File: src/rtl/mips_pkg.sv
`default_nettype none
// ============================================================================
//  Module      : mips_pkg
//  Description : Shared constants and types for the multicycle MIPS datapath:
//                opcodes, R-type funct codes, ALU B-operand select encodings,
//                ALUOp classes and the internal ALU operation enumeration.
//  Revision    : 1.0 - initial release
// ============================================================================
package mips_pkg;

  // Opcodes, IR[31:26]
  localparam logic [5:0] OP_RTYPE = 6'b000000;
  localparam logic [5:0] OP_LW    = 6'b100011;
  localparam logic [5:0] OP_SW    = 6'b101011;
  localparam logic [5:0] OP_BEQ   = 6'b000100;

  // R-type funct codes, IR[5:0]
  localparam logic [5:0] FUNCT_ADD = 6'b100000;
  localparam logic [5:0] FUNCT_SUB = 6'b100010;
  localparam logic [5:0] FUNCT_AND = 6'b100100;
  localparam logic [5:0] FUNCT_OR  = 6'b100101;
  localparam logic [5:0] FUNCT_SLT = 6'b101010;

  // ALUSrcB encodings
  localparam logic [1:0] SRCB_REG     = 2'b00;
  localparam logic [1:0] SRCB_FOUR    = 2'b01;
  localparam logic [1:0] SRCB_IMM     = 2'b10;
  localparam logic [1:0] SRCB_IMM_SH2 = 2'b11;

  // ALUOp classes from the control FSM
  localparam logic [1:0] ALUOP_ADD   = 2'b00;
  localparam logic [1:0] ALUOP_SUB   = 2'b01;
  localparam logic [1:0] ALUOP_FUNCT = 2'b10;
  localparam logic [1:0] ALUOP_ADD2  = 2'b11;

  // Internal ALU operation after ALU-control decode
  typedef enum logic [2:0] {
    ALU_ADD = 3'd0,
    ALU_SUB = 3'd1,
    ALU_AND = 3'd2,
    ALU_OR  = 3'd3,
    ALU_SLT = 3'd4
  } alu_op_e;

endpackage : mips_pkg
`default_nettype wire

File: src/rtl/mips_regfile.sv
`default_nettype none
// ============================================================================
//  Module      : mips_regfile
//  Description : 32 x 32-bit register file. Two combinational read ports, one
//                synchronous write port, asynchronous active-low clear.
//                Register 0 reads as zero and ignores writes.
//  Ports       : clk, rst_n            - clock, async active-low reset
//                raddr1_i/rdata1_o     - read port 1
//                raddr2_i/rdata2_o     - read port 2
//                we_i/waddr_i/wdata_i  - write port
//  Revision    : 1.0 - initial release
// ============================================================================
module mips_regfile (
  input  logic        clk,
  input  logic        rst_n,
  input  logic [4:0]  raddr1_i,
  input  logic [4:0]  raddr2_i,
  output logic [31:0] rdata1_o,
  output logic [31:0] rdata2_o,
  input  logic        we_i,
  input  logic [4:0]  waddr_i,
  input  logic [31:0] wdata_i
);

  logic [31:0] regs_q [32];

  always_ff @(posedge clk or negedge rst_n) begin
    if (!rst_n) begin
      for (int i = 0; i < 32; i++) begin
        regs_q[i] <= '0;
      end
    end else if (we_i && (waddr_i != 5'd0)) begin
      regs_q[waddr_i] <= wdata_i;
    end
  end

  // Reads see the pre-edge contents, so a same-cycle write returns old data.
  assign rdata1_o = (raddr1_i == 5'd0) ? 32'h0 : regs_q[raddr1_i];
  assign rdata2_o = (raddr2_i == 5'd0) ? 32'h0 : regs_q[raddr2_i];

endmodule : mips_regfile
`default_nettype wire

File: src/rtl/multicycle_datapath.sv
`default_nettype none
// ============================================================================
//  Module      : multicycle_datapath
//  Description : Multicycle MIPS datapath (PC, IR, MDR, A, B, ALUOut, register
//                file, ALU with inline ALU-control decode). Driven by control
//                strobes from an external control FSM.
//  Ports       : clk, reset (async active-low)
//                IorD, MemRead, MemWrite, MemtoReg, IRWrite, PCSource,
//                ALUSrcA, RegWrite, RegDst, PCSel, ALUSrcB[1:0], ALUOp[1:0]
//                                      - control strobes in
//                Op[5:0], Zero         - status to the control FSM
//                mem_addr, mem_wdata, mem_rd, mem_wr, mem_rdata
//                                      - combinational memory interface
//  Revision    : 1.0 - initial release
// ============================================================================
module multicycle_datapath
  import mips_pkg::*;
#(
  parameter logic [31:0] RESET_PC = 32'h0000_0000
) (
  input  logic        clk,
  input  logic        reset,
  input  logic        IorD,
  input  logic        MemRead,
  input  logic        MemWrite,
  input  logic        MemtoReg,
  input  logic        IRWrite,
  input  logic        PCSource,
  input  logic        ALUSrcA,
  input  logic        RegWrite,
  input  logic        RegDst,
  input  logic        PCSel,
  input  logic [1:0]  ALUSrcB,
  input  logic [1:0]  ALUOp,
  output logic [5:0]  Op,
  output logic        Zero,
  output logic [31:0] mem_addr,
  output logic [31:0] mem_wdata,
  output logic        mem_rd,
  output logic        mem_wr,
  input  logic [31:0] mem_rdata
);

  logic [31:0] pc_q, pc_d;
  logic [31:0] ir_q, ir_d;
  logic [31:0] mdr_q, mdr_d;
  logic [31:0] a_q, a_d;
  logic [31:0] b_q, b_d;
  logic [31:0] aluout_q, aluout_d;

  logic [31:0] rf_rdata1, rf_rdata2, rf_wdata;
  logic [4:0]  rf_waddr;
  logic [31:0] imm_sext, alu_a, alu_b, alu_result;
  alu_op_e     alu_ctrl;

  mips_regfile u_regfile (
    .clk      (clk),
    .rst_n    (reset),
    .raddr1_i (ir_q[25:21]),
    .raddr2_i (ir_q[20:16]),
    .rdata1_o (rf_rdata1),
    .rdata2_o (rf_rdata2),
    .we_i     (RegWrite),
    .waddr_i  (rf_waddr),
    .wdata_i  (rf_wdata)
  );

  assign rf_waddr = RegDst   ? ir_q[15:11] : ir_q[20:16];
  assign rf_wdata = MemtoReg ? mdr_q       : aluout_q;

  // Operand selection
  assign imm_sext = {{16{ir_q[15]}}, ir_q[15:0]};
  assign alu_a    = ALUSrcA ? a_q : pc_q;

  always_comb begin
    alu_b = b_q;
    case (ALUSrcB)
      SRCB_REG:     alu_b = b_q;
      SRCB_FOUR:    alu_b = 32'd4;
      SRCB_IMM:     alu_b = imm_sext;
      SRCB_IMM_SH2: alu_b = {imm_sext[29:0], 2'b00};
      default:      alu_b = b_q;
    endcase
  end

  // ALU control: only the funct class looks at IR; unknown functs add.
  always_comb begin
    alu_ctrl = ALU_ADD;
    case (ALUOp)
      ALUOP_SUB: alu_ctrl = ALU_SUB;
      ALUOP_FUNCT: begin
        case (ir_q[5:0])
          FUNCT_ADD: alu_ctrl = ALU_ADD;
          FUNCT_SUB: alu_ctrl = ALU_SUB;
          FUNCT_AND: alu_ctrl = ALU_AND;
          FUNCT_OR:  alu_ctrl = ALU_OR;
          FUNCT_SLT: alu_ctrl = ALU_SLT;
          default:   alu_ctrl = ALU_ADD;
        endcase
      end
      default:   alu_ctrl = ALU_ADD;
    endcase
  end

  // ALU; arithmetic wraps modulo 2^32
  always_comb begin
    alu_result = alu_a + alu_b;
    case (alu_ctrl)
      ALU_ADD: alu_result = alu_a + alu_b;
      ALU_SUB: alu_result = alu_a - alu_b;
      ALU_AND: alu_result = alu_a & alu_b;
      ALU_OR:  alu_result = alu_a | alu_b;
      ALU_SLT: alu_result = {31'd0, ($signed(alu_a) < $signed(alu_b))};
      default: alu_result = alu_a + alu_b;
    endcase
  end

  // Next-state: every register samples pre-edge values, so PCSel and IRWrite
  // on the same edge are independent.
  always_comb begin
    pc_d     = pc_q;
    if (PCSel) begin
      pc_d = PCSource ? aluout_q : alu_result;
    end
    ir_d     = IRWrite ? mem_rdata : ir_q;
    mdr_d    = mem_rdata;
    a_d      = rf_rdata1;
    b_d      = rf_rdata2;
    aluout_d = alu_result;
  end

  always_ff @(posedge clk or negedge reset) begin
    if (!reset) begin
      pc_q     <= RESET_PC;
      ir_q     <= '0;
      mdr_q    <= '0;
      a_q      <= '0;
      b_q      <= '0;
      aluout_q <= '0;
    end else begin
      pc_q     <= pc_d;
      ir_q     <= ir_d;
      mdr_q    <= mdr_d;
      a_q      <= a_d;
      b_q      <= b_d;
      aluout_q <= aluout_d;
    end
  end

  assign Op        = ir_q[31:26];
  assign Zero      = (alu_result == 32'h0);
  assign mem_addr  = IorD ? aluout_q : pc_q;
  assign mem_wdata = b_q;
  assign mem_rd    = MemRead;
  assign mem_wr    = MemWrite;

endmodule : multicycle_datapath
`default_nettype wire
File: config.mk
export PLATFORM = sky130hd
export DESIGN_NAME = multicycle_datapath
export DESIGN_NICKNAME = d
export VERILOG_FILES = /design/src/rtl/mips_pkg.sv /design/src/rtl/mips_regfile.sv /design/src/rtl/multicycle_datapath.sv
export SDC_FILE = /design/constraint.sdc
export NUM_CORES = 2
export LEC_CHECK = 0
export ABC_AREA = 1
export CORE_UTILIZATION = 40
export CTS_CLUSTER_SIZE = 8
export DETAILED_ROUTE_END_ITERATION = 8
export HOLD_SLACK_MARGIN = 0.1
export SLEW_MARGIN = 25
export SYNTH_ARGS = -nofsm -noshare
export SYNTH_HDL_FRONTEND = slang
export SYNTH_SLANG_ARGS = --single-unit
File: constraint.sdc
create_clock -name clk -period 6.8 [get_ports clk]
set_clock_uncertainty 0.1 [all_clocks]
set_input_delay 1.36 -clock clk [delete_from_list [all_inputs] [get_ports clk]]
set_output_delay 1.36 -clock clk [all_outputs]
set_load 0.005 [all_outputs]
* Word-level counts from Yosys, hierarchy flattened *
Cells that the tools add are included.

storage, ports and cells
  bits of input ports = 48
  bits in registers = 1216

cells by class
  magnitude comparators = 5
  mux-type cells = 20
  bitwise logic cells = 5
  eq/ne operators = 13
  reductions and logical operators = 7
  $add $sub $neg = 2

operators with widths
  kind                                                                           count
  1024-bit bitwise mux                                                           1
  32-bit 2-to-1 mux                                                              11
  32-bit binary-select mux with 5-bit select                                     2
  32-bit case mux with 4 select lines                                            2
  32-bit demux with 5-bit select                                                 1
  32-bit adder                                                                   1
  32-bit AND                                                                     1
  32-bit logical NOT                                                             1
  32-bit less-than comparator                                                    1
  32-bit bitwise OR                                                              1
  32-bit subtractor                                                              1
  6-bit equality test (second input constant)                                    4
  6-bit greater-or-equal comparator (second input constant)                      3
  5-bit inverter with 6-bit output                                               3
  3-bit case mux with 4 select lines                                             1
  5-bit logical NOT                                                              2
  2-bit equality test (second input constant)                                    3
  3-bit by 2-bit equality test with 1-bit output (second input constant)         2
  6-bit by 1-bit less-than comparator with 1-bit output (second input constant)  1
  3-bit case mux with 2 select lines                                             1
  5-bit 2-to-1 mux                                                               1
  5-bit nonzero test                                                             1
  2-bit by 1-bit equality test with 1-bit output (second input constant)         2
  3-bit by 1-bit equality test with 1-bit output (second input constant)         1
  3 further kinds                                                                4

* Logic depth before layout (Yosys ltp) *
  word-level depth = 7
  depth in mapped cells = 26

* Modules after synthesis *
Synthesis repeated with hierarchy kept, for this count alone.

second synthesis, totals
  cells, all modules = 10557
  area total of the unflattened synthesis = 72469.5 µm²

modules (own cells, without submodules)
  module               cells each  area an instance (µm²)  instances  seq. area each (µm²)
  mips_regfile         8368        57948.1                 1          25624.6
  multicycle_datapath  2189        14521.4                 1          4804.6

* Least setup slack after synthesis *
OpenSTA, ideal clock, no wires.

  kind = input port to output port
  start point = input ALUSrcB[0]
  end point = output Zero
  cell stages on the path = 23
  required time = 5.340 ns
  path buffers = 3
  slack = 1.056 ns
  data arrival time = 4.284 ns
  path through = clkbuf_1 -> nor2_1 -> clkbuf_1 -> inv_1 -> o22ai_1 -> inv_1 -> ha_1 -> buf_2 -> nor2_1 -> inv_1 -> o21ai_0 -> a21oi_1 -> nor2_1 -> nor2_1 -> nand2_1 -> nand2_1 -> nand3_1 -> nand2_1 -> nor2_1 -> nand2_1 -> nor2_1 -> nand2_1 -> nor2_1

between the ends
  cells in the longest elaborated chain, start to end = 5

RTL lines
  element                                      RTL line                                                source
  start, declared                              multicycle_datapath.sv:33                               input logic [1:0] ALUSrcB,
  2-bit equality test (tied with other cells)  multicycle_datapath.sv:77                               case (ALUSrcB)
  32-bit case mux with 4 select lines *        multicycle_datapath.sv:77
  32-bit adder (tied with other cells)         multicycle_datapath.sv:109, multicycle_datapath.sv:114
  32-bit case mux with 4 select lines *        multicycle_datapath.sv:108                              case (alu_ctrl)
  32-bit logical NOT *                         multicycle_datapath.sv:151                              assign Zero = (alu_result == 32'h0);
  end, declared                                multicycle_datapath.sv:36                               output logic Zero,

Every way passes the cells marked *; elsewhere a longest branch is shown, timed or not.

* Worst setup path in the final report *
Same ends and word-level chain as after synthesis.

==> run_results.csv <==
group,metric,value,unit
job,drv_cap,0,
worst_setup_path,crit_type,"in -> out",
route,route.vias.total,68300,
clock_tree,htreeDepth,4,
synthesis,synth_top_area_share,0.450,
min_path,hold_end,"u_regfile.regs_q[1002]$_DFFE_PN0P_",
placed_design,dpl.hpwl,169000,um
clock_tree,clkSlewWorstSetupHoldPaths,0.05,ns
layout,stdcell_area,77100,um2
grt,grt_overflow_total,0,
grt,antenna_found_initial,14,
timing,fin_crit_sh,0.962,
worst_setup_path,rr_worst_depth,6,
grt,grt_max_degree,235,
worst_setup_path,cp-start-kind,"input pin",
worst_setup_path,cp_slowest_cell,"clkdlybuf4s50_1",
timing,fmax,0.153,GHz
worst_setup_path,crit_path_frequent_cell,"nand3_1",
clock_tree,holdBufCountCts,0,
worst_setup_path,r2r-end,"u_regfile.regs_q[339]$_DFFE_PN0P_",
route,routed_via_density,6.10,
layout,final_nets,9091,
die,core,167000,um2
route,wl_per_cell,25.5,um
worst_setup_path,cp_max_fo,10,
layout,synthToLayoutAreaGrowth,14.1,%
worst_setup_path,cpLargestDelayFamily,"buffers and inverters",
timing,worst_pin_slew,1.17,ns
route,detail-route-antenna-nets,0,
worst_setup_path,required,5.34,ns
clock_tree,clockBufferDepth,3,
synthesis,postSynthAreaPerCell,7.45,um2
grt,grt_usage,0.329,
power_and_ir_drop,irDropWorstVdd,0.304,mV
synthesis,mappedNetlistArea,67600,um2
timing,hold_violations,0,
synthesis,synth-edff-count,0,
placed_design,gp_congestion,0.956,
timing,hold_ws,0.300,ns
placed_design,dp.cells,11000,
placed_design,pre_cts_slack,-0.279,ns
synthesis,netlist_instances,9070,
worst_setup_path,worstPathBufferInverterCount,8,
min_path,hold_class,"reg -> reg",
min_path,hold_path_depth,0,
worst_setup_path,cp_cell_sequence,"clkdlybuf4s50_1 > buf_4 > nor2_4 > buf_12 > clkbuf_16 > buf_4 > a21oi_1 > inv_1 > ha_1 > inv_1 > a21oi_1 > o21ai_0 > a21oi_2 > nand4_1 > nand3_1 > nand2_1 > nand2_1 > nand3_1 > nor2_1 > nand3_1 > nor2_2 > dlymetal6s2s_1",
power_and_ir_drop,power,29.6,mW
die,dieHeight,413,um
synthesis,synthFlopType,"dfrtp_1",
route,wl,286000,um
route,first_pass_iters,7,
synthesis,async_flop_share,1.00,
synthesis,ys_ff_latch,1216,
worst_setup_path,r2r-start,"ir_q[20]$_DFFE_PN0P_",
synthesis,synth_nets,9218,
worst_setup_path,worstPathArrival,5.08,ns
timing,relSlewSlack,0.222,
power_and_ir_drop,p_leak,34.0,nW
timing,setup_viol,0,
clock_tree,clkLatencyLatePin,0.82,ns
grt,grt_pass1_wl,422000,um
placed_design,io_buffers,116,
timing,fin_setup_tns,0,ns
clock_tree,cts_made_buffers,170,
die,rows,150,
die,die-area,171000,um2
worst_setup_path,end_kind,"primary output",
clock_tree,cts_tree,"yes",
die,io_pins,121,
synthesis,synthTopCellsByArea,"dfrtp_1 45%, o21ai_0 14%, nand2_1 7.8%",
synthesis,synth_top_cell_by_area,"dfrtp_1",
worst_setup_path,cp_slowest_stage_delay,0.51,ns
layout,final_util,0.460,
route,dr.first_iter.drc_count,9077,
die,initial_core_util,0.404,
min_path,hp-start,"u_regfile.regs_q[1002]$_DFFE_PN0P_",
synthesis,yosys_warnings,0,
layout,drive_gt1_frac,0.0847,
clock_tree,cts_root_buf,"clkbuf_16",
worst_setup_path,r2r_slack,2.56,ns
outcome,status,"complete, no violations",
timing,maxSlewViolCount,0,
layout,nFillCells,16600,
timing,fin_ws,0.260,ns
power_and_ir_drop,power_density,384,nW/um2
layout,finalNonFillerCells,11200,
die,chipWidth,413,um
synthesis,ys_seq_area_frac,0.450,
timing,rsz0062_at_grt,"false",
synthesis,synth.distinct_cells,50,
placed_design,place_area,72100,um2
timing,period_needed,6.54,ns
clock_tree,cts_sinks,1216,
route,remaining_drc_errors,0,
grt,grt_pass1_vias,64000,
-- worst register-to-register path, stage by stage, from the launching register on --
cell     delay, ns
dfrtp_4       0.78
inv_2         0.45
o21ai_2       0.50
inv_2         0.14
nor4_4        0.76
nand2_4       0.84
o21ai_0       0.54
-- per-layer routing --
metal / global-route usage / vias to the layer above / wire (um)
met3: 0.0612 / 715 / 29700
met2: 0.498 / 4220 / 126000
met1: 0.455 / 32800 / 117000
met5: 0 / - / 55
li1: - / 30500 / -
met4: 0.154 / 8 / 13100
-- cell families (layout without fill, tap and decap cells) --
logic type | count (synthesis) | in the layout | share of synthesized area
other | 0 | 9 | 0
AND/OR/NAND/NOR | 3033 | 3033 | 0.179
flip-flops | 1216 | 1216 | 0.450
multiplexers | 12 | 12 | 0.00200
buffers and inverters | 1358 | 1256 | 0.0774
adder cells (fa/ha/maj) | 100 | 100 | 0.0187
XOR/XNOR | 8 | 8 | 0.00104
AO/OA/AOI/OAI | 3343 | 3343 | 0.271
-- worst max path at each step --
stage	startpoint	to	slack, ns	cells past startpoint
2_1_floorplan	ALUSrcB[0]	Zero	1.06	23
3_3_place_gp	ALUSrcB[1]	Zero	-0.26	25
6_report	ALUSrcB[0]	Zero	0.26	22
3_5_place_dp	ALUSrcB[1]	Zero	-0.28	26
4_1_cts	ALUSrcB[1]	Zero	0.002	23
5_1_grt	ALUSrcB[1]	Zero	0.08	26
-- flip-flops by register name (all words and copies together) (netlist names) --
name and cells:
ir_q 32, aluout_q 32, a_q 32, mem_wdata 32, u_regfile.regs_q 1024, mdr_q 32, pc_q 32
-- report_power, final --
part	total (mW)	switching (mW)	internal [mW]
sequential	11.9	1.98	9.93
clock	7.79	3.28	4.51
combinational	9.90	6.25	3.65
total	29.6	11.5	18.1
-- Yosys cell counts (all sizes together), types with 73 or more instances --
cell type  number
o22ai         100
a31oi          73
o221ai        250
inv           546
nand2        1420
dfrtp        1216
nand3         333
a21oi         676
o21ai        2086
ha             98
o211ai        124
clkbuf        701
buf           109
nor2         1224
-- what timing repair did --
item                       in CTS  in global routing
cloned                          0                  1
pin swaps                       1                  5
gates resized for setup        52                 26
buffers inserted                3                  2
setup endpoints to repair       1                  1
-- area by class of cell --
type                    instances  area [um2]  area share
diodes                          9        22.5    0.000292
clock buffers                 182        4320      0.0561
clock inverters                15         323     0.00419
inverters                     548        2100      0.0273
multi-input cells            6496       32500       0.421
flip-flops and latches       1216       30500       0.395
well taps                    2204        2760      0.0358
repair buffers                511        4610      0.0599
-- cells in the final DEF (no fill, tap or decap), drive strengths merged, types with 29 or more instances in the layout --
cell           synthesis  final
o221ai               250    250
buf                  109    400
o21ai               2086   2086
clkbuf               701    183
inv                  546    551
o211ai               124    124
a21oi                676    676
nand3                333    333
o22ai                100    100
nor2                1224   1224
ha                    98     98
nand2               1420   1420
a31oi                 73     73
clkdlybuf4s50          0    109
nand4                 29     29
dfrtp               1216   1216
No activity file was read; power rests on OpenSTA's default activity.
